## src/rtl/instr_fetch_unit.sv

```systemverilog
// Instruction fetch front-end: fetch PC, in-flight address queue, instruction FIFO, redirect flush.
// Optional performance counters are enabled with `define IFU_PERF_CNT_EN.
module instr_fetch_unit #(
    parameter int                    DATA_WIDTH      = 32,
    parameter int                    ADDR_WIDTH      = 32,
    parameter logic [ADDR_WIDTH-1:0] RESET_PC        = '0,
    parameter int                    FIFO_DEPTH      = 4,
    parameter int                    MAX_OUTSTANDING = 2
) (
    input  logic                  clk,
    input  logic                  rst,
    output logic                  req_valid,
    output logic [ADDR_WIDTH-1:0] req_addr,
    input  logic                  req_ready,
    input  logic                  rsp_valid,
    input  logic [DATA_WIDTH-1:0] rsp_data,
    input  logic                  redirect_valid,
    input  logic [ADDR_WIDTH-1:0] redirect_pc,
    output logic                  instr_valid,
    input  logic                  instr_ready,
    output logic [DATA_WIDTH-1:0] instr_data,
    output logic [ADDR_WIDTH-1:0] instr_pc,
    output logic [31:0]           fetch_count,
    output logic [31:0]           stall_count
);
    localparam int FW  = $clog2(FIFO_DEPTH);
    localparam int CW  = $clog2(FIFO_DEPTH + 1);
    localparam int OW  = $clog2(MAX_OUTSTANDING + 1);
    localparam int AQW = (MAX_OUTSTANDING > 1) ? $clog2(MAX_OUTSTANDING) : 1;
    localparam int SW  = $clog2(FIFO_DEPTH + MAX_OUTSTANDING + 1);

    logic [ADDR_WIDTH-1:0] fetch_pc_q, fetch_pc_d;
    logic [OW-1:0]         out_q, out_d;
    logic [OW-1:0]         disc_q, disc_d;
    logic [AQW-1:0]        aq_wr_q, aq_wr_d, aq_rd_q, aq_rd_d;
    logic [FW-1:0]         wr_q, wr_d, rd_q, rd_d;
    logic [CW-1:0]         cnt_q, cnt_d;

    logic [ADDR_WIDTH-1:0] aq_mem   [MAX_OUTSTANDING];
    logic [DATA_WIDTH-1:0] fifo_dat [FIFO_DEPTH];
    logic [ADDR_WIDTH-1:0] fifo_pc  [FIFO_DEPTH];

    logic          req_fire, rsp_keep, push, pop;
    logic [SW-1:0] occ;

    function automatic logic [AQW-1:0] aq_next(input logic [AQW-1:0] p);
        return (p == AQW'(MAX_OUTSTANDING - 1)) ? '0 : p + AQW'(1);
    endfunction

    // Credits count both buffered words and in-flight requests, so every response finds a slot.
    assign occ       = SW'(cnt_q) + SW'(out_q);
    assign req_valid = !rst && !redirect_valid && (out_q < OW'(MAX_OUTSTANDING))
                       && (occ < SW'(FIFO_DEPTH));
    assign req_addr  = fetch_pc_q;
    assign req_fire  = req_valid && req_ready;

    assign rsp_keep    = rsp_valid && !redirect_valid && (disc_q == '0);
    assign push        = rsp_keep;
    assign instr_valid = (cnt_q != '0);
    assign pop         = instr_valid && instr_ready && !redirect_valid;
    assign instr_data  = instr_valid ? fifo_dat[rd_q] : '0;
    assign instr_pc    = instr_valid ? fifo_pc[rd_q]  : '0;

    always_comb begin
        fetch_pc_d = fetch_pc_q;
        out_d      = out_q + OW'(req_fire) - OW'(rsp_valid);
        disc_d     = disc_q;
        aq_wr_d    = req_fire  ? aq_next(aq_wr_q) : aq_wr_q;
        aq_rd_d    = rsp_valid ? aq_next(aq_rd_q) : aq_rd_q;
        wr_d       = push ? wr_q + FW'(1) : wr_q;
        rd_d       = pop  ? rd_q + FW'(1) : rd_q;
        cnt_d      = cnt_q + CW'(push) - CW'(pop);
        if (redirect_valid) begin
            // Every request still in flight belongs to the abandoned path.
            fetch_pc_d = redirect_pc & ~ADDR_WIDTH'(3);
            disc_d     = out_q - OW'(rsp_valid);
            wr_d       = '0;
            rd_d       = '0;
            cnt_d      = '0;
        end else begin
            if (req_fire)
                fetch_pc_d = fetch_pc_q + ADDR_WIDTH'(4);
            if (rsp_valid && disc_q != '0)
                disc_d = disc_q - OW'(1);
        end
    end

    always_ff @(posedge clk) begin
        if (rst) begin
            fetch_pc_q <= RESET_PC;
            out_q      <= '0;
            disc_q     <= '0;
            aq_wr_q    <= '0;
            aq_rd_q    <= '0;
            wr_q       <= '0;
            rd_q       <= '0;
            cnt_q      <= '0;
        end else begin
            fetch_pc_q <= fetch_pc_d;
            out_q      <= out_d;
            disc_q     <= disc_d;
            aq_wr_q    <= aq_wr_d;
            aq_rd_q    <= aq_rd_d;
            wr_q       <= wr_d;
            rd_q       <= rd_d;
            cnt_q      <= cnt_d;
        end
    end

    always_ff @(posedge clk) begin
        if (req_fire)
            aq_mem[aq_wr_q] <= fetch_pc_q;
        if (push) begin
            fifo_dat[wr_q] <= rsp_data;
            fifo_pc[wr_q]  <= aq_mem[aq_rd_q];
        end
    end

`ifdef IFU_PERF_CNT_EN
    logic [31:0] fetch_cnt_q, stall_cnt_q;

    always_ff @(posedge clk) begin
        if (rst) begin
            fetch_cnt_q <= '0;
            stall_cnt_q <= '0;
        end else begin
            if (pop && fetch_cnt_q != '1)
                fetch_cnt_q <= fetch_cnt_q + 32'd1;
            if (instr_ready && !instr_valid && stall_cnt_q != '1)
                stall_cnt_q <= stall_cnt_q + 32'd1;
        end
    end

    assign fetch_count = fetch_cnt_q;
    assign stall_count = stall_cnt_q;
`else
    assign fetch_count = '0;
    assign stall_count = '0;
`endif

endmodule

```

## config.mk

```make
export PLATFORM = sky130hd
export DESIGN_NAME = instr_fetch_unit
export DESIGN_NICKNAME = d
export VERILOG_FILES = /design/src/rtl/instr_fetch_unit.sv
export SDC_FILE = /design/constraint.sdc
export NUM_CORES = 1
export LEC_CHECK = 0
export BUFFER_PORTS_ARGS = -buffer_cell sky130_fd_sc_hd__buf_2
export CAP_MARGIN = 20
export CORE_MARGIN = 10
export CORE_UTILIZATION = 50
export DETAILED_ROUTE_END_ITERATION = 8
export PLACE_DENSITY = 0.72
export SLEW_MARGIN = 20
export SYNTH_ARGS = -nofsm -noshare
export SYNTH_HDL_FRONTEND = slang
export SYNTH_SLANG_ARGS = --single-unit
export TNS_END_PERCENT = 30
```

## constraint.sdc

```tcl
create_clock -name clk -period 3.4 [get_ports clk]
set_input_delay 0.68 -clock clk [delete_from_list [all_inputs] [get_ports clk]]
set_output_delay 0.68 -clock clk [all_outputs]
set_load 0.01 [all_outputs]
```

==> impl_results.md, run 1 <==
- WL final: 30,800 um
- Hpwl dp: 20,400 um
- CTS tree: done
- Root Driver: clkbuf_16
- Synthesized flop and latch total: 354
- Number of library cell types mapped by synthesis: 55
- Max Cap Viol: 0
- Pwr Density: 542 mW/mm^2
- CP Class: register to primary output
- Gate power share: 0.064
- Vias: between 7,000 and 8,000
- Hold Path Depth: 3
- Max rail drop VDD: 0.000396 V
- Setup TNS: 0 ns
- Slew @ Worst Pin: 0.845 ns
- Leak: 5.96 nW
- Clock transition at path regs: roughly 0.06 ns
- Fin nets: 1,154
- Buf/Inv on CP: 2
- XOR/XNOR Fraction of Synth Area: 0.00718
- Post-route antenna net violation count: 0
- Slew HR: 0.437
- Share of cells above drive strength 1: 0.318
- Reg power frac: 0.538
- Critical Path RT: 2.72 ns
- Arr. time, crit path: 2.42 ns
- Status: completed
- Diode count: 0
- Synth Warn #: 0
- Crit share post-route: 0.910
- Total power: 9.17 mW
- Post-DR vias/cell: 5.40
- Final-report setup violation count: 0
- Min-delay src: redirect_pc[26]
- Ys async rst share: 0
- Sequential area share after synthesis: 0.695
- Ys flop type: edfxtp_1
- Die area: 0.0365 mm^2
- Post-place setup slack: 0.648 ns
- CTS Sinks: 354
- Minimum clock period after layout: around 3.1 ns
- Mapped cell area: ~0.015 mm^2
- Detailed router's first-iteration violation count: roughly 520
- Final hold viol count: 0
- Post-layout util: 0.588
- R2R cell count: 7
- WP depth: 4
- IO Count: 232
- Switch share: 0.213
- Input/output buffers: approximately 160
- # rows: 62
- Total GRT Usage: 0.167
- Crit path max-delay family: flip-flops
- Crit path max fanout: 19
- Synth Area in Compound Gates: 0.0301
- Hold Crit Class: input port to register
- R2r startpoint: out_q[1]
- Starting Density: 0.509
- Synthesized netlist cell count: just under 900
- Core area: 0.0288 mm^2
- Layout area overhead: 15.5%
- Clk_lat worst skew: 0.51 ns
- CTS hold repair buffers: 0
- CP Launch Type: register
- Initial antenna violation count: 0
- Setup Buffers After CTS: 0
- Critical Path End Type: primary output
- Synthesized area per cell: 16.6 um^2
- Avg WL per Cell: ~21 um
- Die Span Y: between 150 and 200 um
- Largest family of logic cells by synthesized area: multiplexers
- Internal Pwr Total: between 7 and 8 mW
- Psw: 1.96 mW
- Global-route wire length before repair: 47,800 um
- CTS Buf Count: 36
- Max clock buf depth: 3
- H-tree lvl count: 2
- Slack of the critical path: 0.305 ns
- CTS resizes: 0
- Slowest-stage cell, CP: dfxtp_4
- GP Congestion: 0.858
- Die W: 191 um
- DRT Pass-1 Iters: 5
- Vias in the first global route: 8,430
- Skew final: 0.0153 ns
- Crit-path max cell delay: 0.63 ns
- Post-synth EDFFs: 308
- Synth Area in Simple Gates: 0.0824
- Max Slew Vio Count: 0
- Largest net degree at the start of global routing: 64
- Grt total ovfl: 0
- Max frequency: around 0.32 GHz
- Clock share of power: 0.398
- CP Cell Sequence: buf_4 -> mux4_2 -> nor2b_1 -> buf_2
- Adder-Cell Fraction of Synth Area: 0.0116
- DRC Markers: 0
- Unrepaired setup endpoints after global routing: false
- Mux contribution to synthesized area: 0.122
[synthesized netlist by cell type, drive strengths merged, types with 4 or more instances]
cell | count | area, um^2
clkbuf | 23 | 86.3
nor4 | 7 | 58.8
o31a | 5 | 52.6
and2 | 8 | 50.1
o211ai | 4 | 30.0
nor3 | 9 | 56.3
nand3 | 17 | 120
xor2 | 4 | 35.0
nand4 | 8 | 56.3
a31oi | 16 | 100
dfxtp | 46 | 921
a21oi | 13 | 65.1
buf | 83 | 587
mux4 | 62 | 1400
xnor2 | 8 | 70.1
nor2b | 63 | 394
or3 | 7 | 43.8
ha | 12 | 150
mux2 | 33 | 372
nor2 | 37 | 139
nand2 | 39 | 146
edfxtp | 308 | 9250
o21ai | 12 | 60.1
inv | 22 | 82.6
[path summary, 6_finish.rpt]
path / end / slack, ns
setup / recovery: instr_data[30] / 0.30
hold / removal: req_addr[26] / 0.38
hold reg to reg: wr_q[1] / 0.52
setup reg to reg: req_addr[21] / 0.70
[logic make-up (layout without fill, tap and decap cells)]
group           count (synthesis)  count (layout)
compound gates                 66              66
xor+xnor                       12              12
fa+ha+maj                      13              13
buf+inv                       128             275
flops                         354             354
mux                            97              97
other cells                     1              68
simple gates                  212             212
[layout by cell type, fill, tap and decap left out, drive strengths merged, types with 12 or more instances in the layout]
master    n
nor2     37
edfxtp  308
nor2b    63
a21oi    13
nand3    17
ha       12
inv      24
nand2    39
mux2     33
a31oi    16
clkbuf   51
mux4     62
conb     68
dfxtp    46
buf     189
o21ai    12
[metal layers]
layer  track usage  share of wire
met5             0              0
met4        0.0367          0.014
met3        0.0435          0.073
met2         0.275           0.49
met1         0.218           0.43
[area by class of cell]
class                   instances  area, um^2
inverters                      22        82.6
clock buffers                  51         998
clock inverters                13        90.1
multi-input cells             468        3980
well taps                     384         480
repair buffers                189        1100
flip-flops and latches        354       10200
fillers                      2232       11900
[metrics by stage]
| step | std cells | hold WS [ns] | cell area (um^2) |
|---|---|---|---|
| floorplan | 950 | 0.469 | 14900 |
| global placement | 1417 | 0.488 | 15800 |
| detailed placement | 1417 | 0.509 | 15800 |
| CTS | 1481 | 0.362 | 16900 |
| global route | 1481 | 0.371 | 16900 |
| finish | 1481 | 0.380 | 16900 |
[sequential cells by signal (all words and copies together) (netlist names), named ones only]
register,count
aq_mem,60
aq_wr_q,1
disc_q,2
fifo_pc,120
cnt_q,3
fifo_dat,128
rd_q,2
aq_rd_q,1
out_q,2
wr_q,2
req_addr,30
[power by group through the flow]
stage | logic, mW | registers [mW] | clock network (mW)
3_3_place_gp | 0.574 | 5.02 | 0
3_5_place_dp | 0.588 | 5.03 | 0
5_1_grt | 0.643 | 4.94 | 3.94
6_report | 0.583 | 4.93 | 3.65
4_1_cts | 0.590 | 4.93 | 3.75
2_1_floorplan | 0.410 | 5.01 | 0
[worst min-delay path, cell delays in order]
cell     delay (ns)
buf_2          0.08
nand2_1        0.05
nand3_1        0.06
Power figures use the tool's default switching activity.
==> run 2, diff against run 1 <==
--- a/config.mk
+++ b/config.mk
@@ -5,12 +5,13 @@
 export SDC_FILE = /design/constraint.sdc
 export NUM_CORES = 1
 export LEC_CHECK = 0
+export ABC_AREA = 1
 export BUFFER_PORTS_ARGS = -buffer_cell sky130_fd_sc_hd__buf_2
 export CAP_MARGIN = 20
 export CORE_MARGIN = 10
 export CORE_UTILIZATION = 50
 export DETAILED_ROUTE_END_ITERATION = 8
-export PLACE_DENSITY = 0.72
+export PLACE_DENSITY = 0.71
 export SLEW_MARGIN = 20
 export SYNTH_ARGS = -nofsm -noshare
 export SYNTH_HDL_FRONTEND = slang
==> run 2 against run 1 <==
  * Sequential cell count stayed put
  * Core utilization is 1.0 points lower
  * Via count is 27% higher
  * First-iteration DRC count is 27% higher
  * Power is 0.90% higher
  * Register-to-register slack better by 0.38 ns
  * Critical path type unchanged
  * Critical endpoint is now instr_data[20]
  * Largest cell class unchanged
==> impl_results.md, run 2 <==
- Ys flop type: edfxtp_1
- IO Count: 232
- Detailed router's first-iteration violation count: 663
- Max rail drop VDD: 0.000381 V
- WL final: approximately 34,000 um
- Input/output buffers: 161
- CTS resizes: 0
- Dominant cells by area after synthesis: edfxtp_1, nor2_1, dfxtp_1
- CTS hold repair buffers: 0
- CP Class: register to primary output
- Commonest non-fill, non-tap cells in the layout: nor2_1, edfxtp_1, buf_2, nand2_1, o21ai_0
- Mapped cell area: 0.0153 mm^2
- Ys async rst share: 0
- Fillers: 2,505
- Max Cap Viol: 0
- Post-synth EDFFs: a little over 300
- Hold Crit Class: input port to register
- Skew final: 0.0124 ns
- Sequential area share after synthesis: 0.663
- Minimum clock period after layout: 2.86 ns
- Most flops, register: fifo_dat
- Crit path max fanout: 54
- Hpwl dp: 21,700 um
- Pwr Density: 526 mW/mm^2
- Share of cells above drive strength 1: 0.190
- Cell taking the most area after synthesis: edfxtp_1
- Unrepaired setup endpoints after global routing: false
- Critical Path End Type: primary output
- Root Driver: clkbuf_16
- Largest regs: fifo_dat (128), fifo_pc (120), aq_mem (60)
- Leak: 6.73 nW
- Vias in the first global route: 10,200
- Setup Buffers After CTS: 0
- Total power: 9.25 mW
- CP Launch Type: register
- Crit share post-route: 0.841
- WHS: 0.373 ns
- CTS tree: done
- Setup TNS: 0 ns
- Core area: between 0.03 and 0.04 mm^2
- Critical Path RT: 2.72 ns
- Post-route antenna net violation count: 0
- Starting Density: 0.504
- Global-route wire length before repair: between 50,000 and 60,000 um
- Post-layout util: 0.578
- # rows: 64
- Layout area overhead: 14.6%
- Post-synth top cells: nor2_1, edfxtp_1, nand2_1
- Sequential Area: 0.0102 mm^2
- Multi-input logic area: around 0.0044 mm^2
- Commonest non-fill, non-tap cell in the layout: nor2_1
- DRC Markers: 0
- Yosys top cell area share: 0.603
- Largest net degree at the start of global routing: 89
- Fin nets: 1,652
- Clk_lat worst skew: 0.52 ns
- Total GRT Usage: 0.177
- Slew HR: 0.448
- Max clock buf depth: 3
- Post-DR vias/cell: a little over 5
- Final-report setup violation count: 0
- Max Slew Vio Count: 0
- Initial antenna violation count: 0
- DRT Pass-1 Iters: 5
- Cells after DPL: 1,926
- Final hold viol count: 0
- CTS Buf Count: 37
- Max frequency: 0.350 GHz
- Synthesized netlist cell count: 1,411
- H-tree lvl count: 2
- Synth Warn #: 0
- Arr. time, crit path: 2.18 ns
- Synthesized area per cell: 10.9 um^2
- Status: completed
- Final non-filler cell total: 1,994
- Die W: 195 um
- CTS Sinks: roughly 350
- Vias: 10,200
- Die area: 0.0381 mm^2
- Grt total ovfl: 0
- Number of library cell types mapped by synthesis: 37
- Clock transition at path regs: 0.06 ns
- Die Span Y: 195 um
- GP Congestion: 0.827
- Slew @ Worst Pin: 0.828 ns
- Top-count cell post-synth: nor2_1
- Avg WL per Cell: about 17 um
- Synthesized flop and latch total: 354
- Max reg flops: 128
run 2: cell count changes after synthesis, sizes merged, moves of 7 or more:
cell    delta
nor2     +290
a21oi     +66
mux4      -62
or3        -7
nand2    +127
o21ai    +127
nor3       -7
clkbuf    +17
buf        +8
nor4       -7
nand3     +55
nor2b     -63
inv       +52
a31oi     -16
run 2: kinds of logic after synthesis:
group	share of synthesized area
xor gates and xnor gates	0.00285
adders and majority gates	0.0111
other	0.000244
muxes	0.0220
DFF	0.663
buffers and inverters	0.0693
AOI/OAI and AO/OA	0.0745
and+or+nand+nor	0.157
run 2: report_power, final:
| part | switching, mW | internal [mW] | total, mW |
|---|---|---|---|
| Sequential | 0.0763 | 4.85 | 4.93 |
| Combinational | 0.394 | 0.205 | 0.598 |
| Clock | 1.56 | 2.16 | 3.73 |
run 2: metrics by stage:
stage | worst slack, ns | cell area, um^2
2_1_floorplan | -0.746 | 15600
3_3_place_gp | 0.848 | 16400
3_5_place_dp | 0.818 | 16400
4_1_cts | 0.523 | 17600
5_1_grt | 0.330 | 17600
6_report | 0.541 | 17600
run 2: final timing paths:
path	slack [ns]	depth (start not counted)	endpoint	startpoint
max reg2reg	1.08	8	aq_mem[1][7]	cnt_q[1]
min	0.37	1	fifo_dat[2][28]	rsp_data[28]
min reg2reg	0.47	2	register	rd_q[1]
max	0.54	5	instr_data[20]	register
run 2: cell type report:
type,count,share of cell area
antenna,1,0.000142
multi-input combinational,918,0.251
timing repair buffer,183,0.0616
clock buffer,50,0.0596
clock inverter,17,0.00498
inverter,75,0.0161
sequential,354,0.579
tap,396,0.0282
run 2: critical path, stage by stage, from the launching register on:
cell,delay (ns)
dfxtp_4,0.42
inv_2,0.17
buf_4,0.44
o21ai_0,0.17
a21oi_1,0.24
buf_2,0.18
run 2: layer usage:
metal	vias up	track usage	share of wire
li1	5000	-	-
met1	4769	0.235	0.43
met2	343	0.286	0.48
met3	61	0.0375	0.070
met4	0	0.0526	0.021
met5	-	0	0
==> run 3, diff against run 2 <==
--- a/config.mk
+++ b/config.mk
@@ -5,13 +5,13 @@
 export SDC_FILE = /design/constraint.sdc
 export NUM_CORES = 1
 export LEC_CHECK = 0
-export ABC_AREA = 1
+export ABC_AREA = 0
 export BUFFER_PORTS_ARGS = -buffer_cell sky130_fd_sc_hd__buf_2
 export CAP_MARGIN = 20
 export CORE_MARGIN = 10
 export CORE_UTILIZATION = 50
 export DETAILED_ROUTE_END_ITERATION = 8
-export PLACE_DENSITY = 0.71
+export PLACE_DENSITY = 0.69
 export SLEW_MARGIN = 20
 export SYNTH_ARGS = -nofsm -noshare
 export SYNTH_HDL_FRONTEND = slang
==> constraint.sdc (replaced) <==
create_clock -name clk -period 2.9 [get_ports clk]
set_input_delay 0.58 -clock clk [delete_from_list [all_inputs] [get_ports clk]]
set_output_delay 0.58 -clock clk [all_outputs]
set_load 0.01 [all_outputs]
==> run 3 against run 2 <==
  * Highest routed layer is now met5
  * First-iteration DRC count shrank 24%
  * Die area shrank 4.1%
  * Core utilization grew 1.7 points
==> impl_results.md, run 3 (synthesis gave the netlist of run 1 again) <==
- Status: completed
- Initial antenna violation count: 1
- Die W: ~190 um
- Setup TNS: 0 ns
- CTS Sinks: roughly 350
- CP Launch Type: register
- Met2 wire len: 14,300 um
- CP Cell Sequence: buf_4 -> mux4_2 -> nor2b_1 -> buf_2
- # rows: just over 60
- Starting Density: 0.509
- WL final: 30,000 um
- Final non-filler cell total: about 1,500
- Hold Crit Class: input port to register
- Crit-path max cell delay: 0.55 ns
- GP Congestion: about 0.83
- Total GRT Usage: 0.162
- Pwr Density: 657 mW/mm^2
- R2R Setup Slk: 0.35 ns
- IO Count: 232
- Max Slew Vio Count: 0
- Max rail drop VDD: ~0.00036 V
- Layout area overhead: 17.0%
- CTS hold repair buffers: 0
- Commonest non-fill, non-tap cell in the layout: edfxtp_1
- R2R cell count: 7
- Fin nets: 1,156
- Global-route wire length before repair: 46,700 um
- CTS Buf Count: 37
- Max Cap Viol: 0
- Reg power frac: 0.514
- Final-report setup violation count: 0
- Slew HR: 0.655
- Met1 Wirelength: 12,900 um
- Max reg flops: ~130
- Clock transition at path regs: around 0.06 ns
- Input/output buffers: 161
- Slew @ Worst Pin: 0.513 ns
- DRT Pass-1 Iters: 5
- Setup Buffers After CTS: 0
- Max frequency: 0.370 GHz
- Worst setup path endpoint: instr_pc[5]
- Max clock buf depth: 3
- Slowest-stage cell, CP: mux4_2
- Skew final: between 0.02 and 0.025 ns
- Cells after DPL: roughly 1,400
- Most flops, register: fifo_dat
- Die Span Y: between 150 and 200 um
- Final hold viol count: 0
- Largest regs: fifo_dat (128), fifo_pc (120), aq_mem (60)
- Topmost layer with routed signal wires: met5
- Grt total ovfl: 0
- DR WL met3: approximately 2300 um
- Avg WL per Cell: a little over 20 um
- Clk_lat worst skew: 0.51 ns
- H-tree lvl count: 2
- Arr. time, crit path: 2.13 ns
- Minimum clock period after layout: 2.71 ns
- R2r startpoint: out_q[1]
- Psw: 2.31 mW
- Internal Pwr Total: 8.94 mW
- Critical Path End Type: primary output
- Clock share of power: 0.425
- CTS tree: done
- Hpwl dp: 19,700 um
- CP Class: register to primary output
- Root Driver: clkbuf_16
- Crit path max fanout: 14
- Commonest non-fill, non-tap cells in the layout: edfxtp_1, buf_2, conb_1, nor2b_1, mux4_2
- Post-route antenna net violation count: 0
- Crit share post-route: 0.933
- Die area: 0.0365 mm^2
- Critical Path RT: 2.32 ns
- Largest net degree at the start of global routing: 64
- Unrepaired setup endpoints after global routing: false
- Post-DR vias/cell: 5.33
- Detailed router's first-iteration violation count: 504
- DRC Markers: 0
- Leak: 6.07 nW
- Vias in the first global route: 8,305
- Switch share: 0.206
- Gate power share: 0.061
- Core area: between 0.02 and 0.03 mm^2
- Critical R2R Capture: req_addr[21]
- Share of cells above drive strength 1: 0.327
- Vias: between 7,000 and 8,000
- CTS resizes: 0
## run 3: how the worst min path moves through the flow
| stage | start | end | slack (ns) | cells past startpoint |
|---|---|---|---|---|
| after floorplan | wr_q[1] | wr_q[1] | 0.47 | 2 |
| final | redirect_pc[24] | req_addr[24] | 0.27 | 2 |
| after global placement | wr_q[1] | wr_q[1] | 0.48 | 2 |
| after CTS | rsp_data[13] | fifo_dat[0][13] | 0.25 | 1 |
| after global routing | redirect_pc[4] | req_addr[4] | 0.27 | 3 |
| after detailed placement | aq_rd_q | register | 0.51 | 2 |
## run 3: stage by stage
step | hold slack (ns) | cell area [um^2] | util | total power, mW | setup WS (ns)
after floorplan | 0.469 | 14900 | - | 6.36 | -0.171
after global placement | 0.483 | 15900 | 0.551 | 6.56 | 0.333
after detailed placement | 0.505 | 15900 | 0.551 | 6.58 | 0.302
after CTS | 0.252 | 17100 | 0.595 | 11.4 | 0.128
after global routing | 0.267 | 17100 | 0.595 | 11.7 | 0.0919
final | 0.274 | 17100 | 0.595 | 11.3 | 0.194
## run 3: per-layer routing
layer / vias to the layer above / track usage
met5: - / 0
met2: 291 / 0.265
met1: 3950 / 0.214
met3: 48 / 0.0423
li1: 3635 / -
met4: 2 / 0.0397
## run 3: power by group through the flow
stage          Combinational (mW)  Clock [mW]  Sequential [mW]
5_1_grt                     0.764        5.11             5.80
6_report                    0.687        4.78             5.79
3_5_place_dp                0.691           0             5.89
3_3_place_gp                0.678           0             5.89
4_1_cts                     0.695        4.90             5.79
2_1_floorplan               0.481           0             5.88
## run 3: cell type report
cell class                 instances  area, um^2
clock buffer                      52        1040
fill                            2143       11700
multi-input combinational        468        3980
sequential                       354       10200
inverter                          22        82.6
clock inverter                    16         205
antenna                            1        2.50
timing repair buffer             190        1150
tap                              384         480
## run 3: critical path, delay by kind of cell (launching register included)
| family | cells | cell delay, ns |
|---|---|---|
| buf+inv | 2 | 0.47 |
| mux | 1 | 0.55 |
| simple gates | 1 | 0.16 |
| flops | 1 | 0.42 |
